==> config.mk <==
export PLATFORM = sky130hd
export DESIGN_NAME = instruction_queue
export DESIGN_NICKNAME = d
export VERILOG_FILES = /design/src/rtl/instruction_queue.sv
export SDC_FILE = /design/constraint.sdc
export NUM_CORES = 1
export LEC_CHECK = 0
export CAP_MARGIN = 20
export CORE_MARGIN = 4
export CORE_UTILIZATION = 58
export DETAILED_ROUTE_END_ITERATION = 8
export HOLD_SLACK_MARGIN = 0.15
export PLACE_DENSITY = 0.8
export RECOVER_POWER = 100
export SYNTH_ARGS = -nofsm -noshare
export SYNTH_HDL_FRONTEND = slang
export SYNTH_SLANG_ARGS = --single-unit
==> constraint.sdc <==
create_clock -name clock -period 3.7 [get_ports clock]
set_input_delay 0.74 -clock clock [delete_from_list [all_inputs] [get_ports clock]]
set_output_delay 0.74 -clock clock [all_outputs]
set_load 0.01 [all_outputs]
==> src/rtl/instruction_queue.sv <==
// Prefetch queue between the instruction processor and the execute stage.
// Holds fetched instructions with their ROM addresses; flushed on an ip write.
module instruction_queue #(
  parameter int unsigned      WIDTH = 16,
  parameter int unsigned      DEPTH = 4,
  parameter logic [WIDTH-2:0] NOP   = 15'b1_0000_1011_00_00_00
) (
  input  logic                       clock,
  input  logic                       reset,
  input  logic [WIDTH-2:0]           instructionIn,
  input  logic [WIDTH-1:0]           addressIn,
  input  logic                       inValid,
  output logic                       inReady,
  input  logic                       flush,
  output logic [WIDTH-2:0]           instructionOut,
  output logic [WIDTH-1:0]           addressOut,
  output logic                       outValid,
  input  logic                       outReady,
  output logic [$clog2(DEPTH):0]     count
);

  localparam int unsigned PtrW   = $clog2(DEPTH);
  localparam int unsigned CntW   = PtrW + 1;
  localparam int unsigned EntryW = 2 * WIDTH - 1;

  logic [EntryW-1:0] mem_q [DEPTH];
  logic [PtrW-1:0]   rptr_q, rptr_d;
  logic [PtrW-1:0]   wptr_q, wptr_d;
  logic [CntW-1:0]   count_q, count_d;
  logic              push, pop;
  logic [EntryW-1:0] head;

  // Full/empty come from the registered count only, so inReady never
  // depends on outReady and pointer equality is never ambiguous.
  assign inReady  = (count_q != CntW'(DEPTH));
  assign outValid = (count_q != '0);
  assign push     = inValid && inReady;
  assign pop      = outValid && outReady;

  always_comb begin
    rptr_d  = rptr_q;
    wptr_d  = wptr_q;
    count_d = count_q;
    if (flush) begin
      rptr_d  = '0;
      wptr_d  = '0;
      count_d = '0;
    end else begin
      if (push) wptr_d = wptr_q + PtrW'(1);
      if (pop)  rptr_d = rptr_q + PtrW'(1);
      if (push && !pop) begin
        count_d = count_q + CntW'(1);
      end else if (pop && !push) begin
        count_d = count_q - CntW'(1);
      end
    end
  end

  always_ff @(posedge clock) begin
    if (reset) begin
      rptr_q  <= '0;
      wptr_q  <= '0;
      count_q <= '0;
    end else begin
      rptr_q  <= rptr_d;
      wptr_q  <= wptr_d;
      count_q <= count_d;
    end
  end

  // Storage is not reset; contents are only observed while counted valid.
  always_ff @(posedge clock) begin
    if (push && !flush && !reset) begin
      mem_q[wptr_q] <= {instructionIn, addressIn};
    end
  end

  assign head           = mem_q[rptr_q];
  assign instructionOut = outValid ? head[EntryW-1:WIDTH] : NOP;
  assign addressOut     = outValid ? head[WIDTH-1:0] : '0;
  assign count          = count_q;

endmodule

==> results by stage <==
Timing:
- The worst slew margin relative to its limit is -9.08%.
- The transition at the pin with the smallest max-transition slack is 1.64 ns.
- The final count of pins violating max slew was 128.
- The final number of setup-violating endpoints is 0.
- The final clock period utilization by the worst path is 91.0%.
- Timing would allow up to 297 MHz.
- Across the routed clock network, the largest skew measured is 0.0103 ns.
- The total negative slack is 0 ns.
- Setup repair after global routing left no endpoint under its margin.
- The shortest clock period the worst path allows after layout is 3.37 ns.
- The number of failing hold endpoints at the final stage came to 0.

Clock network:
- The number of buffers inserted to repair setup after CTS is 0.
- The quantity of hold-fixing buffers added after cts is 0.
- Clock-pin slew was measured on the worst setup and hold paths at 0.06 ns.
- Counting every sink on the clock net gives 133.
- CTS built an H-tree with a depth of 4.
- The largest buffer count on any clock path is 2.
- Gates resized during post-CTS repair numbered 0.
- TritonCTS created 17 clock buffers.
- TritonCTS built the clock tree.
- CTS placed an instance of clkbuf_8 at the clock tree root.
- The clock reaches the later pin of the worst-skew pair after 0.51 ns.

Finish:
- The net total in the final layout is 372.
- Cells with a size suffix above 1 make up 20.4% of the layout.
- Measured on the finished design, the core utilization comes to 75.0%.
- The area of all sequential standard cells is 3910 um^2.
- The post-synthesis to final-layout area growth is 26.2%.
- The filler cells instantiated in the layout total 513.
- The multi-input combinational cells in the finished layout cover a total of 1170 um^2.

Place:
- The count of buffers added on input and output ports is 71.
- The HPWL after detailed placement is 5520 um.
- At the end of routability-driven placement, the weighted congestion stood at 0.714.

Setup path:
- Setup slack on the worst reg-to-reg path comes out at 0.94 ns.
- For the worst flop-to-flop path, the logic depth is 3.
- Among all stages on the critical path, the largest delay is contributed by dfxtp_2.
- Walking the worst path, the cells encountered are buf_4 -> mux4_2 -> nor2b_1 -> dlygate4sd3_1.
- STA classifies the critical path endpoint as an output pin.
- The worst path arrival time is 2.63 ns.
- The maximum fanout encountered on the critical timing path is 21.
- The worst setup path is of the flop to output pin kind.
- The endpoint of the lowest-slack register-to-register path is mem_q[3][19]$_DFFE_PP_.
- The delay contributed by the slowest stage of the critical path is 0.68 ns.
- STA classifies the critical path startpoint as a flop.
- At the worst endpoint, the required time is 2.96 ns.
- The worst register-to-register path begins at count[0]$_SDFFE_PP0P_.

Floorplanning:
- The die area is 10,500 um^2.
- In this run the vertical extent of the chip is 102 um.
- The die is 102 um wide.
- The boundary pin count is 72.
- The total number of placement rows is 34.
- The floorplan step defined a core boundary enclosing 8680 um^2.
- The initial standard-cell utilization of the core is 59.4%.

Logic synthesis:
- The number of distinct library cells after synthesis is 29.
- The share of the Yosys chip area taken by registers is 75.7%.
- In this run the mean area of a mapped cell was 21.0 um^2.
- The predominant post-synthesis flop cell is edfxtp_1.
- Synthesis produced a netlist whose cell count is 246.
- Counting every net in the synthesized netlist gives 288.
- In the synthesized netlist the async set-or-reset flop fraction comes to 0%.
- In this run the cell area of the synthesized design comes to 5160 um^2.
- The count of state elements after synthesis is 133.
- The number of enable flip-flop cells after synthesis is 124.
- During synthesis, Yosys emitted a total of 0 warnings.

Drt:
- The total iterations of the first detailed-routing run is 4.
- Dividing the detail-routed via count by the number of cells gives 5.71.
- The count of vias placed by the detailed router is 2,582.
- The initial DRC count is 176.
- The number of design rule violations left after detail routing is 0.
- The count of nets left with antenna violations once routing finished came out at 0.
- The sum of routed wire length over all layers is 9450 um.
- In the final routed layout, each cell accounts on average for 20.9 um.

Outcome:
- The run finished, with violations left.
- The final reports fail on capacitance limit, slew limit.

Hold path:
- The classification of the worst-slack hold path is flop to flop.
- The hold path startpoint is wptr_q[0]$_SDFFE_PP0P_.
- The number of stages on the worst hold path is 2.
- For hold timing, the worst endpoint is wptr_q[0]$_SDFFE_PP0P_.

Power and ir drop:
- The internal cell power is 2.74 mW.
- In this run the power density over the cells is 544 nW/um^2.
- Of the total power, the clock network draws 42.8%.
- The reported net switching power is 0.800 mW.
- The static leakage power is 2.17 nW.
- The maximum vdd drop is 0.381 mV.
- Per report_power, the sequential group accounts for 47.5% of the total.
- Of the total power, combinational logic draws 9.8%.
- The switching share of power is 22.6%.

Global routing:
- After global routing the overflow that remains totals 0.
- The global-route wire length before repair is 15,000 um.
- The initial antenna violation count came to 2.
- The via count of the first global-routing pass is 2,726.
- The pin count of the biggest net entering global routing is 32.
- The total track usage is 20.0%.

Run:
- The number of max-cap violations is 4.
==> power groups by stage <==
stage | Clock, mW | Sequential (mW) | Combinational [mW]
detailed placement | 0 | 1.71 | 0.378
CTS | 1.54 | 1.68 | 0.382
finish | 1.52 | 1.68 | 0.346
global route | 1.61 | 1.68 | 0.376
floorplan | 0 | 1.71 | 0.174
global placement | 0 | 1.71 | 0.369
==> Yosys cell counts (3+ instances only) <==
master	instances	share of area (%)
nor2b_1	20	2.4
edfxtp_1	124	72
buf_1	3	0.22
ha_1	5	1.2
xor2_1	3	0.51
and2b_1	7	1.0
and3_2	4	0.58
inv_1	4	0.29
mux4_2	31	14
dfxtp_1	9	3.5
nor2_1	5	0.36
clkbuf_1	4	0.29
buf_4	3	0.44
o21ai_0	3	0.29
or2_1	3	0.36
==> worst max-delay path: cells and delay by family (launching register included) <==
| kind | cells | cell delay (ns) |
|---|---|---|
| flip-flops | 1 | 0.68 |
| multiplexers | 1 | 0.33 |
| buffers and inverters | 2 | 0.95 |
| AND/OR/NAND/NOR | 1 | 0.15 |
==> how the worst max path moves through the flow <==
stage,to,depth (start not counted)
after global placement,count[2]$_SDFFE_PP0P_,8
after CTS,instructionOut[14],4
final,addressOut[0],4
after global routing,instructionOut[14],4
after detailed placement,count[2]$_SDFFE_PP0P_,8
after floorplan,count[2]$_SDFFE_PP0P_,8
==> final cells by class <==
cell class,count,area share [%]
clock buffers,18,6.42
inverters,4,0.231
well taps,108,2.08
clock inverters,14,1.96
diodes,1,0.0384
flip-flops and latches,133,60.0
repair buffers,76,11.3
multi-input cells,98,17.9
==> routing by layer <==
metal  vias up  track usage, %  routed length, um
met5         -               0                 13
met4         2            4.84                 68
met3        10            6.83                589
met2        86            32.0               4930
met1      1327            26.9               3850
li1       1157               -                  -
==> cells in the final DEF, fill, tap and decap left out, types with 2 or more instances in the layout <==
cell type | netlist | layout
dlygate4sd3_1 | 0 | 57
nand2_1 | 2 | 2
clkinvlp_4 | 0 | 6
nor2_1 | 5 | 5
and2b_1 | 7 | 7
clkdlybuf4s50_1 | 0 | 14
clkbuf_1 | 4 | 3
o31ai_1 | 1 | 2
clkbuf_16 | 0 | 16
edfxtp_1 | 124 | 124
and3_1 | 0 | 4
dfxtp_2 | 0 | 2
inv_6 | 0 | 4
inv_1 | 4 | 4
buf_4 | 3 | 2
o21ai_0 | 3 | 3
dfxtp_1 | 9 | 7
or2_2 | 2 | 2
a21oi_1 | 2 | 2
mux4_2 | 31 | 31
xor2_1 | 3 | 3
nand4_1 | 2 | 2
nor2b_1 | 20 | 20
ha_1 | 5 | 5
or2_1 | 3 | 3
==> state kept, by name, indices dropped and copies added, names as in the netlist, named ones only <==
signal  count
count       3
mem_q     124
rptr_q      2
wptr_q      2
==> logic make-up after synthesis <==
family,share of synthesized area (%)
mux,13.7
compound gates,0.873
simple gates,6.14
flops,75.7
buf+inv,1.46
fa+ha+maj,1.60
xor+xnor,0.510
==> through the flow <==
stage | area [um^2] | hold slack [ns] | setup slack, ns | instances | power [mW]
4_1_cts | 6530 | 0.510 | 0.364 | 451 | 3.60
3_3_place_gp | 5990 | 0.458 | 0.940 | 419 | 2.08
6_report | 6510 | 0.504 | 0.331 | 452 | 3.54
2_1_floorplan | 5160 | 0.459 | 1.43 | 246 | 1.88
5_1_grt | 6510 | 0.532 | 0.157 | 452 | 3.67
3_5_place_dp | 5990 | 0.488 | 0.872 | 419 | 2.09
No activity file was read; power rests on OpenSTA's default activity.
